<file path="config.mk">
export PLATFORM = sky130hd
export DESIGN_NAME = cpu_run_ctrl
export DESIGN_NICKNAME = d
export VERILOG_FILES = /design/src/rtl/cpu_run_ctrl.sv
export SDC_FILE = /design/constraint.sdc
export NUM_CORES = 1
export LEC_CHECK = 0
export ABC_CLOCK_PERIOD_IN_PS = 6100
export CAP_MARGIN = 15
export CORE_ASPECT_RATIO = 0.5
export CORE_UTILIZATION = 25
export CTS_CLUSTER_DIAMETER = 60
export DETAILED_ROUTE_END_ITERATION = 8
export HOLD_SLACK_MARGIN = 0.15
export SYNTH_ARGS = -nofsm -noshare
export SYNTH_HDL_FRONTEND = slang
export SYNTH_SLANG_ARGS = --single-unit
export TNS_END_PERCENT = 10
</file>
<file path="constraint.sdc">
create_clock -name clk -period 6.1 [get_ports clk]
set_input_delay 0.61 -clock clk [delete_from_list [all_inputs] [get_ports clk]]
set_output_delay 0.61 -clock clk [all_outputs]
set_load 0.02 [all_outputs]
</file>
<file path="src/rtl/cpu_run_ctrl.sv">
// cpu_run_ctrl: run/debug sequencer for the pipelined 16-bit CPU.
// Owns CPU enable and local reset; handles start, pause/step, breakpoint, HALT drain, budget timeout.
module cpu_run_ctrl #(
    parameter logic [3:0] HALT_OP      = 4'hF,
    parameter int         CLR_CYCLES   = 2,
    parameter int         DRAIN_CYCLES = 3,
    parameter int         PC_W         = 8
) (
    input  logic            clk,
    input  logic            reset,
    input  logic            start,
    input  logic            pause_req,
    input  logic            step,
    input  logic [3:0]      opcode_d,
    input  logic            opcode_vld,
    input  logic [PC_W-1:0] pc_d,
    input  logic            bp_en,
    input  logic [PC_W-1:0] bp_addr,
    input  logic [15:0]     max_cycles,
    output logic            cpu_enable,
    output logic            cpu_rst,
    output logic            running,
    output logic            paused,
    output logic            done,
    output logic            timeout,
    output logic [PC_W-1:0] halt_pc,
    output logic [15:0]     cycle_count
);

    typedef enum logic [2:0] {
        S_IDLE,
        S_CLEAR,
        S_RUN,
        S_PAUSE,
        S_DRAIN,
        S_DONE
    } state_e;

    state_e          state_q, state_d;
    logic [3:0]      clr_cnt_q, clr_cnt_d;
    logic [3:0]      drn_cnt_q, drn_cnt_d;
    logic            step_q, step_d;
    logic            step_prev_q;
    logic            resume_q, resume_d;
    logic            timeout_q, timeout_d;
    logic [PC_W-1:0] halt_pc_q, halt_pc_d;
    logic [15:0]     cycle_q, cycle_d;

    logic is_halt;
    logic bp_hit;
    logic budget_hit;
    logic step_rise;
    logic clear_res;

    assign is_halt    = opcode_vld && (opcode_d == HALT_OP);
    assign bp_hit     = bp_en && (pc_d == bp_addr) && !resume_q;
    assign budget_hit = (max_cycles != 16'd0) &&
                        (({1'b0, cycle_q} + 17'd1) == {1'b0, max_cycles});
    assign step_rise  = step && !step_prev_q;

    assign cpu_enable  = (state_q == S_RUN) || (state_q == S_DRAIN) ||
                         ((state_q == S_PAUSE) && step_q);
    assign cpu_rst     = reset || (state_q == S_CLEAR);
    assign running     = (state_q == S_RUN) || (state_q == S_DRAIN);
    assign paused      = (state_q == S_PAUSE);
    assign done        = (state_q == S_DONE);
    assign timeout     = timeout_q;
    assign halt_pc     = halt_pc_q;
    assign cycle_count = cycle_q;

    // Next-state sequencing, result latching and enabled-cycle counting.
    always_comb begin
        state_d   = state_q;
        clr_cnt_d = clr_cnt_q;
        drn_cnt_d = drn_cnt_q;
        step_d    = 1'b0;
        resume_d  = 1'b0;
        timeout_d = timeout_q;
        halt_pc_d = halt_pc_q;
        cycle_d   = cycle_q;
        clear_res = 1'b0;

        unique case (state_q)
            S_IDLE, S_DONE: begin
                if (start) begin
                    state_d   = S_CLEAR;
                    clr_cnt_d = 4'd0;
                    clear_res = 1'b1;
                end
            end
            S_CLEAR: begin
                if (clr_cnt_q == 4'(CLR_CYCLES - 1)) begin
                    state_d = S_RUN;
                end else begin
                    clr_cnt_d = clr_cnt_q + 4'd1;
                end
            end
            S_RUN: begin
                if (is_halt) begin
                    state_d   = S_DRAIN;
                    halt_pc_d = pc_d;
                    drn_cnt_d = 4'd0;
                end else if (bp_hit) begin
                    state_d   = S_PAUSE;
                    halt_pc_d = pc_d;
                end else if (pause_req) begin
                    state_d = S_PAUSE;
                end else if (budget_hit) begin
                    state_d   = S_DONE;
                    timeout_d = 1'b1;
                end
            end
            S_PAUSE: begin
                if (step_q && is_halt) begin
                    state_d   = S_DRAIN;
                    halt_pc_d = pc_d;
                    drn_cnt_d = 4'd0;
                end else if (start) begin
                    state_d  = S_RUN;
                    resume_d = 1'b1;
                end else if (step_rise && !step_q) begin
                    step_d = 1'b1;
                end
            end
            S_DRAIN: begin
                if (drn_cnt_q == 4'(DRAIN_CYCLES - 1)) begin
                    state_d = S_DONE;
                end else begin
                    drn_cnt_d = drn_cnt_q + 4'd1;
                end
            end
            default: state_d = S_IDLE;
        endcase

        if (clear_res) begin
            cycle_d   = 16'd0;
            timeout_d = 1'b0;
            halt_pc_d = '0;
        end else if (cpu_enable && (cycle_q != 16'hFFFF)) begin
            cycle_d = cycle_q + 16'd1;
        end
    end

    // State and result registers; reset aborts any run at once.
    always_ff @(posedge clk) begin
        if (reset) begin
            state_q     <= S_IDLE;
            clr_cnt_q   <= 4'd0;
            drn_cnt_q   <= 4'd0;
            step_q      <= 1'b0;
            step_prev_q <= 1'b0;
            resume_q    <= 1'b0;
            timeout_q   <= 1'b0;
            halt_pc_q   <= '0;
            cycle_q     <= 16'd0;
        end else begin
            state_q     <= state_d;
            clr_cnt_q   <= clr_cnt_d;
            drn_cnt_q   <= drn_cnt_d;
            step_q      <= step_d;
            step_prev_q <= step;
            resume_q    <= resume_d;
            timeout_q   <= timeout_d;
            halt_pc_q   <= halt_pc_d;
            cycle_q     <= cycle_d;
        end
    end

endmodule

</file>
**Yosys cells after proc, flatten, opt, wreduce, memory -nomap -nowiden**

Cells that the tools add are included.

- Register bits: 39
- Logic and storage cells: 91

- $add $sub $neg: 4
- Reductions and logical operators: 29
- Equality and inequality tests: 21
- Bitwise operators: 4
- Mux-type cells: 24

Operator list:

| operator | count |
|---|---|
| $mux 3 | 9 |
| $mux 8 | 3 |
| $mux 4 | 5 |
| $add 16x1->17 const B | 1 |
| $eq 17x16->1 | 1 |
| $add 16x1->16 const B | 1 |
| $ne 16x16->1 const B | 1 |
| $pmux 8 s2 | 1 |
| $reduce_bool 16->1 | 1 |
| $pmux 3 s5 | 1 |
| $pmux 4 s3 | 1 |
| $reduce_and 5->1 | 2 |
| $logic_and 1x1->1 | 9 |
| $add 4x1->4 const B | 2 |
| $eq 8x8->1 | 1 |
| $ne 2x2->1 const B | 4 |
| $pmux 4 s2 | 1 |
| $eq 3x2->1 const B | 2 |
| $eq 3x3->1 const B | 2 |
| $ne 2x1->1 const B | 3 |
| $reduce_and 3->1 | 2 |
| $ne 5x5->1 const B | 1 |
| $eq 4x1->1 const B | 1 |
| $eq 4x2->1 const B | 1 |
| other kinds (15) | 26 |

**Logic depth before layout (Yosys ltp)**

Gate-level depths: netlist (run 1).

- Word-level depth: 8
- Mapped depth: 10
- Depth with buffers taken out: 9

**Worst setup path after synthesis (run 1)**

OpenSTA, ideal clock, no wires.

- Kind: register to register
- Start point: register cycle_q[0] (netlist: cycle_count[0])
- End point: register state_q[0]
- Stages on the path, launching flop included: 10
- Library setup time: 0.116 ns
- Path buffers: 0
- Clock period less this slack: 2.544 ns
- Path slack: 3.556 ns
- Data required time: 5.984 ns
- Data arrival time: 2.428 ns
- Cells stage by stage: dfxtp_1 > ha_1 > nand3_2 > nor4_4 > o2111ai_1 > a2111oi_0 > and4_1 > nand4b_1 > a22o_1 > o211a_1

- Longest elaborated chain between the ends: 5

RTL lines:

| what | line | text |
|---|---|---|
| from (decl) | 47 | `logic [15:0] cycle_q, cycle_d;` |
| from (signal assigned) | 165 | `cycle_q <= cycle_d;` |
| $add 16x1->17 | 58 | `(({1'b0, cycle_q} + 17'd1) == {1'b0, max_cycles});` |
| $eq 17x16->1 | 58 |  |
| $logic_and 1x1->1 | 57 | `assign budget_hit = (max_cycles != 16'd0) &&` |
| $ne 5x5->1 (no line) | - |  |
| $reduce_and 5->1 (no line) | - |  |
| to (signal assigned) | 157 | `state_q <= state_d;` |
| to (decl) | 39 | `state_e state_q, state_d;` |

Every way passes these cells.
A chain may end at the register's enable or synchronous reset.

**Final worst setup path (run 1)**

- Start point: input reset
- End point: output cpu_rst

- Longest elaborated chain between the ends: 1

RTL lines:

| what | line | text |
|---|---|---|
| from (decl) | 10 | `input logic reset,` |
| $logic_or 1x1->1 | 63 | `assign cpu_rst = reset \|\| (state_q == S_CLEAR);` |
| to (decl) | 21 | `output logic cpu_rst,` |

Every way passes these cells.

==> out/qor.yml, run 1 <==
run_status:
  status: "finished, final reports clean"
hold_path:
  hold_end: "timeout"
  hp-start: "timeout"
  min-delay-path-class: "reg2reg"
  hold_depth: 2
routing:
  met1Wirelength_um: 3390
  drtAntennaViolNets: 0
  vias: 2274
  routed_wl_um: 6590
  maxUsedRoutingLayer: "met4"
  drt_iter0_markers: 117
  via_per_inst: 4.49
  first_pass_iters: 4
  wl_met2_um: 2780
  wl_met3_um: 330
  wl_per_cell_um: 13.0
  remaining_drc_errors: 0
placement:
  gp_congestion: 0.823
  pre_cts_ws_ps: 3090
  post-place-cells: 498
  place_area_mm2: 0.00334
  io_buffers: 72
  hpwl_um: 5130
synth:
  avgSynthCellArea_um2: 8.24
  ys.flop_type: "dfxtp_1"
  synth_cell_types: 50
  syn_inst: 301
  postSynthNetCount: 349
  synth-edff-count: 0
  synth-seq-area-share_pct: 31.5
  netlist_area_mm2: 0.00248
  synthArstFlopShare_pct: 0
  ys_warn_count: 0
  ys_seq_elements: 39
finish:
  final_cell_mix: "clkdlybuf4s50_1 (72), nor2_1 (44), dfxtp_1 (39)"
  stdcell_count: 506
  syn_to_final_growth_pct: 40.4
  drive_gt1_share_pct: 4.58
  post-route-cell-area_mm2: 0.00348
  diodes: 0
  final_common_cell: "clkdlybuf4s50_1"
  finish.utilization_pct: 36.5
  fin_nets: 418
worst_setup_path:
  cp_slowest_cell: "clkdlybuf4s50_1"
  cp_max_fo: 9
  critical_path.most_common_cell: "clkdlybuf4s50_1"
  slowest_delay_ps: 690
  critical_path_class: "in2out"
  r2r_setup_slack_ps: 3210
  reg2reg_to: "state_q[0]"
  reg2reg_depth: 9
  r2r-start: "cycle_count[0]"
  cp.arrival_ps: 2290
  cp-end-kind: "output pin"
  crit_path_start_kind: "input port"
  crit_chain: "clkdlybuf4s50_1 > inv_1 > o21ai_0 > clkdlybuf4s50_1"
  cp.required_ps: 5490
clock_network:
  cts_tree: "yes"
  cts_setup_buffers: 0
  clkTransAtPathRegs_ps: 60
  ctsLongestPathBuffers: 2
  clockRootBuffer: "clkbuf_16"
  post_cts_resized: 0
  htreeDepth: 2
  clock_latency_ps: 280
  hold_buffers: 0
  cts_buffers: 5
  clock_sinks: 39
power:
  power_frac_seq_pct: 34.8
  swShare_pct: 37.4
  p_clk_share_pct: 28.0
  power.switching_mw: 0.342
  internal_power_mw: 0.573
  ir_drop_v: 0.000113
  p_leak_nw: 1.27
  p_comb_share_pct: 37.3
  p_total_mw: 0.915
  power.density_mw_per_mm2: 263
global_route:
  gr-total-overflow: 0
  antenna_found_initial: 0
  grt_pass1_vias: 2030
  gr-usage-all-layers_pct: 13.1
  grt_pass1_wl_um: 10500
  grt_max_degree: 17
floorplanning:
  pin_count: 73
  die_h_um: 72.4
  dieArea_mm2: 0.0103
  num_rows: 25
  core_area_mm2: 0.00954
  die_w_um: 143
  initial_core_util_pct: 26.0
timing:
  setup_tns_ps: 0
  tightest_slew_ps: 899
  period_minus_slack_ps: 2900
  slew_headroom_pct: 39.9
  rsz0062_at_grt: "no"
  fmax_mhz: 345
  finalCritPeriodShare_pct: 47.5
  whs_ps: 449
  fin_ws_ps: 3200
  hold_viol: 0
  skew_ps: 5.10
  setup_viol: 0
  report.final.slew_viol_count: 0
flow_run:
  max_cap_violations: 0
power by group through the flow:
stage	clock network (mW)	registers (mW)	logic [mW]
final	0.256	0.318	0.341
after global routing	0.277	0.323	0.374
after CTS	0.265	0.317	0.343
after detailed placement	0	0.323	0.341
after global placement	0	0.323	0.341
after floorplan	0	0.301	0.241
critical path: cells and delay by family:
| family | cells | cell delay, ps |
|---|---|---|
| buffers and inverters | 3 | 1540 |
| AOI/OAI and AO/OA | 1 | 140 |
synthesized netlist by cell type (7+ instances only):
| cell | count | area share (%) |
|---|---|---|
| xnor2_1 | 28 | 9.9 |
| o21ai_0 | 7 | 1.4 |
| buf_2 | 7 | 1.4 |
| nor2_1 | 44 | 6.7 |
| inv_1 | 11 | 1.7 |
| nand3_1 | 10 | 2.0 |
| mux2i_1 | 11 | 4.4 |
| dfxtp_1 | 39 | 31 |
| xor2_1 | 17 | 6.0 |
| nand2_1 | 27 | 4.1 |
| a21oi_1 | 12 | 2.4 |
flip-flops by register name, summed over array words and instances, names as in the netlist, 3 cells and up:
register / cells
clr_cnt_q: 4
cycle_count: 16
drn_cnt_q: 4
halt_pc: 8
state_q: 3
routing by layer:
layer	vias to the layer above	global-route usage [%]
met5	-	0
met4	0	4.42
met3	8	3.30
met2	52	20.0
met1	1016	18.0
li1	1198	-
layout make-up:
class | instances | area (um2)
Clock inverter | 3 | 15.0
Fill cell | 984 | 6060
Clock buffer | 5 | 125
Timing Repair Buffer | 73 | 728
Inverter | 11 | 41.3
Sequential cell | 39 | 781
Tap cell | 135 | 169
Multi-Input combinational cell | 240 | 1620
how the worst max path moves through the flow:
| stage | startpoint | endpoint | depth (start not counted) |
|---|---|---|---|
| 2_1_floorplan | cycle_count[0] | state_q[0] | 9 |
| 3_3_place_gp | max_cycles[11] | state_q[0] | 9 |
| 3_5_place_dp | max_cycles[11] | state_q[0] | 9 |
| 4_1_cts | cycle_count[0] | state_q[0] | 9 |
| 5_1_grt | cycle_count[0] | state_q[0] | 9 |
| 6_report | reset | cpu_rst | 4 |
cell families after synthesis:
group                    share of synthesized area (%)
AO/OA/AOI/OAI                                     12.7
multiplexers                                      4.89
XOR/XNOR                                          15.9
adder cells (fa/ha/maj)                           2.52
AND/OR/NAND/NOR                                   28.9
flip-flops                                        31.5
buffers and inverters                             3.68
Note: power is estimated with default switching activity, not from simulation.
==> run 2: changes to the inputs <==
--- a/config.mk
+++ b/config.mk
@@ -5,7 +5,7 @@
 export SDC_FILE = /design/constraint.sdc
 export NUM_CORES = 1
 export LEC_CHECK = 0
-export ABC_CLOCK_PERIOD_IN_PS = 6100
+export ABC_CLOCK_PERIOD_IN_PS = 2400
 export CAP_MARGIN = 15
 export CORE_ASPECT_RATIO = 0.5
 export CORE_UTILIZATION = 25
==> constraint.sdc (replaced) <==
create_clock -name clk -period 2.4 [get_ports clk]
set_input_delay 0.24 -clock clk [delete_from_list [all_inputs] [get_ports clk]]
set_output_delay 0.24 -clock clk [all_outputs]
set_load 0.02 [all_outputs]
==> out/qor.yml, run 2 (same netlist as run 1, synthesis figures left out) <==
routing:
  routed_wl_um: 6970  # +5.8%
  via_per_inst: 4.50  # +0.13%
  vias: 2457  # +8.0%
  first_pass_iters: 4  # unchanged
  drt_iter0_markers: 135  # +15%
  remaining_drc_errors: 0  # unchanged
  wl_per_cell_um: 12.8  # -2.0%
  drtAntennaViolNets: 0  # unchanged
global_route:
  gr-usage-all-layers_pct: 14.0  # +0.91 points
  grt_pass1_vias: 2229  # +9.8%
  gr-total-overflow: 0  # unchanged
  grt_pass1_wl_um: 11000  # +5.0%
  grt_max_degree: 16  # -1
  antenna_found_initial: 0  # unchanged
clock_network:
  cts_buffers: 5  # unchanged
  clkTransAtPathRegs_ps: 60  # about the same
  clock_sinks: 39  # unchanged
  clockRootBuffer: "clkbuf_16"
  cts_tree: "yes"
  cts_setup_buffers: 0  # unchanged
  hold_buffers: 0  # unchanged
  clock_latency_ps: 290  # about the same
  ctsLongestPathBuffers: 2  # unchanged
  htreeDepth: 2  # unchanged
timing:
  whs_ps: 450  # +0.496 ps
  report.final.slew_viol_count: 0  # unchanged
  skew_ps: 5.95  # +0.850 ps
  fmax_mhz: 436
  rsz0062_at_grt: "no"
  hold_viol: 0  # unchanged
  period_minus_slack_ps: 2300
  setup_viol: 0  # unchanged
  tightest_slew_ps: 424  # -475 ps
  finalCritPeriodShare_pct: 95.7
  setup_tns_ps: 0  # unchanged
  slew_headroom_pct: 71.3  # +31 points
finish:
  ff_latch_area_um2: 787  # +0.80%
  diodes: 0  # unchanged
  syn_to_final_growth_pct: 55.7
  fin_nets: 458  # +9.6%
  finish.utilization_pct: 40.5  # +4.0 points
  final_common_cell: "clkdlybuf4s50_1"
  drive_gt1_share_pct: 15.8  # +11 points
  post-route-cell-area_mm2: 0.00386  # +11%
  largest_register_ffs: 16  # unchanged
  final_cell_mix: "clkdlybuf4s50_1 (72), nor2_1 (43), buf_4 (41)"
  fillers: 974  # -1.0%
  multi_input_area_mm2: 0.00164  # +1.3%
power:
  internal_power_mw: 1.76  # +210%
  ir_drop_v: 0.000343  # +200%
  p_comb_share_pct: 38.2  # +0.9 points
  power.density_mw_per_mm2: 692  # +160%
  power.switching_mw: 0.916  # +170%
  swShare_pct: 34.3  # -3.1 points
  p_clk_share_pct: 33.3  # +5.3 points
  power_frac_seq_pct: 28.5  # -6.3 points
  p_leak_nw: 1.49  # +18%
flow_run:
  max_cap_violations: 0  # unchanged
floorplanning:
  num_rows: 25  # unchanged
  die_w_um: 143  # unchanged
  dieArea_mm2: 0.0103  # unchanged
  initial_core_util_pct: 26.0  # unchanged
  pin_count: 73  # unchanged
  die_h_um: 72.4  # unchanged
  core_area_mm2: 0.00954  # unchanged
worst_setup_path:
  crit_chain: "ha_2 > nand3_4 > buf_4 > nor3_1 > a21oi_1 > a2111oi_1 > and4_1 > nand4b_1 > a22o_1 > o211a_1"
  cp.arrival_ps: 2480  # +190 ps
  cp.required_ps: 2580  # -2910 ps
  cp_slowest_cell: "a2111oi_1"
  crit_path_start_kind: "flop"
  r2r_setup_slack_ps: 100  # -3110 ps
  cp-end-kind: "flop"
  cp_max_fo: 5  # -4
  critical_path_class: "reg2reg"
  slowest_delay_ps: 350  # -340 ps
placement:
  place_area_mm2: 0.00364  # +9.1%
  hpwl_um: 5470  # +6.7%
  io_buffers: 72  # unchanged
  gp_congestion: 0.814  # -1.1%
run_status:
  status: "finished, final reports clean"
hold_path:
  min-delay-path-class: "reg2reg"
## run 2: power by group through the flow
stage	Combinational, mW	Clock (mW)	Sequential, mW
6_report	1.02	0.889	0.761
5_1_grt	1.12	0.948	0.767
4_1_cts	1.03	0.910	0.757
3_5_place_dp	1.02	0	0.771
3_3_place_gp	1.02	0	0.769
2_1_floorplan	0.611	0	0.768
## run 2: critical path: cells and delay by family (launching register included)
family | cells | cell delay, ps
AO/OA/AOI/OAI | 4 | 770
AND/OR/NAND/NOR | 4 | 680
flip-flops | 1 | 330
adder cells (fa/ha/maj) | 1 | 220
buffers and inverters | 1 | 180
## run 2: repair_timing
action,in CTS,in global routing
resized for setup,0,8
endpoints found under the setup margin,0,4
hold endpoints to repair,0,0
## run 2: final cells by class
| cell class | count | area share (%) |
|---|---|---|
| clock buffer | 5 | 3.24 |
| clock inverter | 3 | 1.75 |
| inverter | 11 | 1.07 |
| multi-input combinational | 240 | 42.5 |
| sequential | 39 | 20.4 |
| tap | 135 | 4.37 |
| timing repair buffer | 113 | 26.6 |
## run 2: path summary, 6_finish.rpt
check,from,endpoint,cells after the start
min reg2reg,timeout,timeout,2
min,timeout,timeout,2
max,cycle_count[0],state_q[0],10
max reg2reg,cycle_count[0],state_q[0],10
## run 2: metal layers
metal  track usage (%)  vias up  part of all wire [%]
li1                  -     1276                     -
met1              18.7     1128                    50
met2              22.5       45                    44
met3              3.23        8                   4.1
met4              4.30        0                   1.2
met5                 0        -                     0
## run 2: through the flow
step                power (mW)  cells  setup WS [ps]
detailed placement        1.79    538           -153
global placement          1.79    538           -104
finish                    2.67    546            104
floorplan                 1.38    301          -61.9
CTS                       2.69    546           9.57
global route              2.84    546         0.0118
